### src/rtl/dma_copy_pkg.sv
// rtl/dma_copy_pkg.sv - shared constants and FSM encoding for the dma_copy engine
package dma_copy_pkg;

  localparam logic [5:0] MMIO_SUBPREFIX = 6'h05;

  localparam logic [7:0] ADDR_CTRL   = 8'h08;
  localparam logic [7:0] ADDR_STATUS = 8'h09;
  localparam logic [7:0] ADDR_SRC    = 8'h10;
  localparam logic [7:0] ADDR_DST    = 8'h11;
  localparam logic [7:0] ADDR_LEN    = 8'h12;
  localparam logic [7:0] ADDR_REMAIN = 8'h13;

  localparam int CTRL_START  = 0;
  localparam int CTRL_ABORT  = 1;
  localparam int CTRL_IRQ_EN = 2;

  localparam int STATUS_BUSY    = 0;
  localparam int STATUS_DONE    = 1;
  localparam int STATUS_ERROR   = 2;
  localparam int STATUS_ABORTED = 3;

  localparam logic [3:0] WSTRB_WORD = 4'hf;

  typedef enum logic [1:0] {
    ST_IDLE  = 2'd0,
    ST_READ  = 2'd1,
    ST_WRITE = 2'd2
  } state_t;

endpackage

### src/rtl/dma_copy_master.sv
// rtl/dma_copy_master.sv - copy FSM and native valid/ready bus initiator
// Optional request timeout enabled by DMA_COPY_TIMEOUT_EN.
module dma_copy_master
  import dma_copy_pkg::*;
#(
  parameter int LEN_WIDTH      = 16,
  parameter int TIMEOUT_CYCLES = 1024
) (
  input  logic                 clk,
  input  logic                 reset,
  input  logic                 start,
  input  logic                 abort,
  input  logic [31:0]          src,
  input  logic [31:0]          dst,
  input  logic [LEN_WIDTH-1:0] len,
  output logic                 busy,
  output logic                 done,
  output logic                 error,
  output logic                 aborted,
  output logic [LEN_WIDTH-1:0] remain,
  output logic                 mem_valid,
  output logic [31:0]          mem_addr,
  output logic [31:0]          mem_wdata,
  output logic [3:0]           mem_wstrb,
  input  logic [31:0]          mem_rdata,
  input  logic                 mem_ready
);

`ifdef DMA_COPY_TIMEOUT_EN
  localparam bit TIMEOUT_EN = 1'b1;
`else
  localparam bit TIMEOUT_EN = 1'b0;
`endif
  localparam int CNT_W = $clog2(TIMEOUT_CYCLES) + 1;

  state_t           state;
  logic [31:0]      cur_src;
  logic [31:0]      cur_dst;
  logic [31:0]      data;
  logic             abort_pend;
  logic             stop_req;
  logic             timed_out;
  logic [CNT_W-1:0] wait_cnt;

  assign busy     = (state != ST_IDLE);
  assign stop_req = abort_pend | abort;

  // Counter folds to constant zero when the timeout feature is compiled out.
  always_ff @(posedge clk) begin
    if (reset || !TIMEOUT_EN || !mem_valid || mem_ready) wait_cnt <= '0;
    else                                                  wait_cnt <= wait_cnt + 1'b1;
  end

  assign timed_out = TIMEOUT_EN && mem_valid && !mem_ready &&
                     (wait_cnt == CNT_W'(TIMEOUT_CYCLES - 1));

  always_ff @(posedge clk) begin
    if (reset) begin
      state      <= ST_IDLE;
      cur_src    <= '0;
      cur_dst    <= '0;
      data       <= '0;
      remain     <= '0;
      abort_pend <= 1'b0;
      done       <= 1'b0;
      error      <= 1'b0;
      aborted    <= 1'b0;
      mem_valid  <= 1'b0;
      mem_addr   <= '0;
      mem_wdata  <= '0;
      mem_wstrb  <= '0;
    end else begin
      case (state)
        ST_IDLE: begin
          abort_pend <= 1'b0;
          if (start) begin
            if (len != '0) begin
              cur_src <= src;
              cur_dst <= dst;
              remain  <= len;
              done    <= 1'b0;
              error   <= 1'b0;
              aborted <= 1'b0;
              state   <= ST_READ;
            end else begin
              done <= 1'b1;
            end
          end
        end
        default: begin
          if (abort) abort_pend <= 1'b1;
          if (!mem_valid) begin
            // Gap cycle between beats: nothing is in flight, so abort lands here.
            if (stop_req) begin
              aborted <= 1'b1;
              state   <= ST_IDLE;
            end else begin
              mem_valid <= 1'b1;
              if (state == ST_READ) begin
                mem_addr  <= cur_src;
                mem_wstrb <= 4'h0;
              end else begin
                mem_addr  <= cur_dst;
                mem_wdata <= data;
                mem_wstrb <= WSTRB_WORD;
              end
            end
          end else if (mem_ready) begin
            mem_valid <= 1'b0;
            mem_wstrb <= 4'h0;
            if (state == ST_READ) begin
              data <= mem_rdata;
              if (stop_req) begin
                aborted <= 1'b1;
                state   <= ST_IDLE;
              end else begin
                state <= ST_WRITE;
              end
            end else begin
              remain  <= remain - 1'b1;
              cur_src <= cur_src + 32'd4;
              cur_dst <= cur_dst + 32'd4;
              if (remain == LEN_WIDTH'(1)) begin
                done  <= 1'b1;
                state <= ST_IDLE;
              end else if (stop_req) begin
                aborted <= 1'b1;
                state   <= ST_IDLE;
              end else begin
                state <= ST_READ;
              end
            end
          end else if (timed_out) begin
            mem_valid <= 1'b0;
            mem_wstrb <= 4'h0;
            error     <= 1'b1;
            state     <= ST_IDLE;
          end
        end
      endcase
    end
  end

endmodule

### src/rtl/dma_copy.sv
// rtl/dma_copy.sv - memory-to-memory word copy engine: MMIO register file and slave port
// Optional request timeout enabled by DMA_COPY_TIMEOUT_EN.
module dma_copy
  import dma_copy_pkg::*;
#(
  parameter int LEN_WIDTH      = 16,
  parameter int TIMEOUT_CYCLES = 1024
) (
  input  logic        clk,
  input  logic        reset,
  input  logic        cs,
  input  logic        we,
  input  logic [7:0]  address,
  input  logic [31:0] write_data,
  output logic [31:0] read_data,
  output logic        ready,
  output logic        mem_valid,
  output logic [31:0] mem_addr,
  output logic [31:0] mem_wdata,
  output logic [3:0]  mem_wstrb,
  input  logic [31:0] mem_rdata,
  input  logic        mem_ready,
  output logic        irq
);

  logic [31:0]          src_reg;
  logic [31:0]          dst_reg;
  logic [LEN_WIDTH-1:0] len_reg;
  logic                 irq_en;
  logic                 busy;
  logic                 done;
  logic                 error;
  logic                 aborted;
  logic [LEN_WIDTH-1:0] remain;
  logic                 ctrl_wr;
  logic                 start_req;
  logic                 abort_req;

  assign ctrl_wr   = cs && we && (address == ADDR_CTRL);
  // Abort takes priority over start in the same CTRL write.
  assign abort_req = ctrl_wr && write_data[CTRL_ABORT];
  assign start_req = ctrl_wr && write_data[CTRL_START] && !write_data[CTRL_ABORT];

  always_ff @(posedge clk) begin
    if (reset) begin
      ready   <= 1'b0;
      src_reg <= '0;
      dst_reg <= '0;
      len_reg <= '0;
      irq_en  <= 1'b0;
    end else begin
      ready <= cs;
      if (cs && we) begin
        case (address)
          ADDR_CTRL: irq_en <= write_data[CTRL_IRQ_EN];
          ADDR_SRC:  if (!busy) src_reg <= {write_data[31:2], 2'b00};
          ADDR_DST:  if (!busy) dst_reg <= {write_data[31:2], 2'b00};
          ADDR_LEN:  if (!busy) len_reg <= write_data[LEN_WIDTH-1:0];
          default: ;
        endcase
      end
    end
  end

  always_comb begin
    read_data = '0;
    if (cs) begin
      case (address)
        ADDR_CTRL: read_data[CTRL_IRQ_EN] = irq_en;
        ADDR_STATUS: begin
          read_data[STATUS_BUSY]    = busy;
          read_data[STATUS_DONE]    = done;
          read_data[STATUS_ERROR]   = error;
          read_data[STATUS_ABORTED] = aborted;
        end
        ADDR_SRC:    read_data = src_reg;
        ADDR_DST:    read_data = dst_reg;
        ADDR_LEN:    read_data = 32'(len_reg);
        ADDR_REMAIN: read_data = 32'(remain);
        default:     read_data = '0;
      endcase
    end
  end

  assign irq = done && irq_en;

  dma_copy_master #(
    .LEN_WIDTH      (LEN_WIDTH),
    .TIMEOUT_CYCLES (TIMEOUT_CYCLES)
  ) u_master (
    .clk       (clk),
    .reset     (reset),
    .start     (start_req),
    .abort     (abort_req),
    .src       (src_reg),
    .dst       (dst_reg),
    .len       (len_reg),
    .busy      (busy),
    .done      (done),
    .error     (error),
    .aborted   (aborted),
    .remain    (remain),
    .mem_valid (mem_valid),
    .mem_addr  (mem_addr),
    .mem_wdata (mem_wdata),
    .mem_wstrb (mem_wstrb),
    .mem_rdata (mem_rdata),
    .mem_ready (mem_ready)
  );

endmodule

### config.mk
export PLATFORM = sky130hd
export DESIGN_NAME = dma_copy
export DESIGN_NICKNAME = d
export VERILOG_FILES = /design/src/rtl/dma_copy_pkg.sv /design/src/rtl/dma_copy_master.sv /design/src/rtl/dma_copy.sv
export SDC_FILE = /design/constraint.sdc
export NUM_CORES = 1
export LEC_CHECK = 0
export ABC_CLOCK_PERIOD_IN_PS = 1850
export BUFFER_PORTS_ARGS = -buffer_cell sky130_fd_sc_hd__buf_2
export CORE_UTILIZATION = 52
export CTS_CLUSTER_SIZE = 25
export DETAILED_ROUTE_END_ITERATION = 10
export MAX_ROUTING_LAYER = met4
export PLACE_DENSITY = 0.74
export SLEW_MARGIN = 20
export SYNTH_ARGS = -nofsm -noshare
export SYNTH_HDL_FRONTEND = slang
export SYNTH_SLANG_ARGS = --single-unit
### constraint.sdc
create_clock -name clk -period 1.85 [get_ports clk]
set_input_delay 0.185 -clock clk [delete_from_list [all_inputs] [get_ports clk]]
set_output_delay 0.185 -clock clk [all_outputs]
set_load 0.03 [all_outputs]
==> flow_metrics.tcl <==
set metrics [dict create \
    synth_top_area_frac 0.418 \
    post-route-util 0.822 \
    wl_per_cell_um 22.9 \
    clk_pin_slew_ns 0.06 \
    antenna_found_initial 3 \
    holdWs_ns 0.0465 \
    grt_max_degree 82 \
    core_sq_um 22800 \
    reg_top3 "u_master.data x32, u_master.mem_wdata x32, u_master.mem_addr x31" \
    final_cell_mix "nand2_1 (362), dfxtp_1 (244), a21oi_1 (192)" \
    min_path_type "in -> reg" \
    peakVddDrop_uv 873 \
    start_kind "register" \
    violations "setup timing" \
    fp.dieH_um 155 \
    cp.required_ns 2.32 \
    cts_buffers 28 \
    syn-instance-count 1618 \
    postRouteAntennaNets 0 \
    fin_skew_ns 0.0334 \
    grt_pass1_wl_um 68600 \
    first_global_vias 13200 \
    cp_data_arrival_time_ns 2.76 \
    area.growth.synth_to_final_pct 53.3 \
    ys.warnings.count 0 \
    netlist.top_cell.by_area "dfxtp_1" \
    synthDistinctLibCells 68 \
    grt.total_usage 0.365 \
    num_vias 15300 \
    async_flop_share 0 \
    pin_count 180 \
    num_rows 55 \
    max_freq_ghz 0.437 \
    vias_per_cell 6.57 \
    ys_seq_elements 256 \
    drive_gt1_frac 0.347 \
    synth_edf_count 0 \
    gr-total-overflow 0 \
    seq_area_frac_synth 0.418 \
    root_buffer "clkbuf_16" \
    synth_nets 1699 \
    critical_path_class "reg -> reg" \
    drtPass1Iterations 10 \
    initial_core_util 0.536 \
    clk_path_buf_depth 3 \
    setup_slack_ns -0.438 \
    mostFrequentLayoutCell "nand2_1" \
    rsz0062_at_grt "yes" \
    cts_num_sinks 256 \
    period_share 1.24 \
    critPathMaxFanout 7 \
    final-setup-viol-count 132 \
    dieWidth_um 155 \
    p_leak_uw 0.00679 \
    cp-end-kind "register" \
    drv_slew 0 \
    gp_congestion 0.942 \
    cts_tree "built" \
    synth_ff_type "dfxtp_1" \
    drc 0 \
    hold_viol 0 \
    p_per_area_nw_per_um2 643 \
    netlist_area_sq_um 12200 \
    status "finished, violations left" \
    final_nets 2072 \
    port_buffers 179 \
    first_iter_violations 2293 \
    htree_levels 1 \
    min_period_ns 2.29 \
    dp_hpwl_um 27400 \
    ys_top_cells_by_area "dfxtp_1 (42%), nand2_1 (11%), a21oi_1 (9.5%)" \
    tightestPinTransition_ns 0.758 \
    max_slew_margin 0.495 \
    synth_area_per_cell_sq_um 7.57 \
    dieArea_sq_um 24200 \
    drt_wl_total_um 53300 \
    max-cap-violations 0 \
    insertion_delay_ns 0.57 \
]
repair_timing:
| action | CTS | global route |
|---|---|---|
| hold endpoints to repair | 114 | 0 |
| pin swaps | 26 | 117 |
| setup buffers | 19 | 17 |
| gates cloned | 5 | 14 |
| hold buffers | 63 | 0 |
| resized for setup | 108 | 248 |
| setup endpoints to repair | 76 | 168 |
worst max-delay path, cell delays in order, from the launching register on:
cell     delay, ns
dfxtp_4       0.38
ha_2          0.18
nand4_1       0.44
nor3_2        0.32
buf_4         0.20
buf_12        0.12
nand4_1       0.16
o31a_1        0.29
o32ai_1       0.12
layout make-up:
cell class                      count  area [sq um]
Antenna cell                        3          7.51
Clock buffer                       42           876
Clock inverter                      9           123
Fill cell                        1253          4070
Inverter                           17          63.8
Multi-Input combinational cell   1206          7800
Sequential cell                   256          5150
Tap cell                          313           392
Timing Repair Buffer              482          4360
metal layers:
| metal | track usage | share of wire | up-vias |
|---|---|---|---|
| met3 | 0.0574 | 0.13 | 428 |
| met5 | - | 0 | - |
| met2 | 0.574 | 0.45 | 1332 |
| met1 | 0.460 | 0.35 | 7041 |
| li1 | - | - | 6497 |
| met4 | 0.168 | 0.070 | 0 |
final timing paths:
| path | from | end | slack, ns | cells past startpoint |
|---|---|---|---|---|
| worst max-delay path | u_master.cur_src[2] | u_master.cur_src[22] | -0.44 | 8 |
| worst min-delay path | cs | ready | 0.05 | 3 |
| worst max register to register | u_master.cur_src[2] | u_master.cur_src[22] | -0.44 | 8 |
| worst min register to register | u_master.mem_wdata[2] | u_master.mem_wdata[2] | 0.45 | 2 |
cell families after synthesis:
group | after synthesis | share of synthesized area
AOI/OAI and AO/OA | 472 | 0.238
adders and majority gates | 4 | 0.00409
buffers and inverters | 156 | 0.0536
DFF | 256 | 0.418
muxes | 43 | 0.0365
and+or+nand+nor | 687 | 0.249
cell usage after synthesis, drive strengths merged (12+ instances only):
master / n
a22oi: 22
a31oi: 17
buf: 40
a211oi: 37
o31a: 12
nor4: 14
inv: 16
nand2: 375
a21oi: 232
nand4: 21
nand3: 55
nor2: 127
nor3: 20
mux2i: 39
clkbuf: 99
a221oi: 14
and2: 21
dfxtp: 256
o21ai: 53
report_power, final:
group,internal (uW),leakage [uW],total (uW),switching (uW)
Combinational,224,0.00423,503,279
Clock,3670,0.000494,6060,2390
Sequential,5510,0.00207,5510,1.56
Total,9400,0.00679,12100,2670
per-stage QoR:
| stage | TNS (ns) | area (sq um) | total power, uW | setup WS, ns | instances |
|---|---|---|---|---|---|
| final | -13.96 | 18800 | 12100 | -0.438 | 2328 |
| after global routing | -19.18 | 18800 | 12300 | -0.456 | 2328 |
| after CTS | -6.98 | 17400 | 12000 | -0.173 | 2296 |
| after detailed placement | -28.34 | 15100 | 5960 | -0.221 | 2159 |
| after global placement | -24.06 | 15100 | 5960 | -0.183 | 2159 |
| after floorplan | -1.93 | 12700 | 5780 | -0.111 | 1618 |
Note: power is estimated with default switching activity, not from simulation.
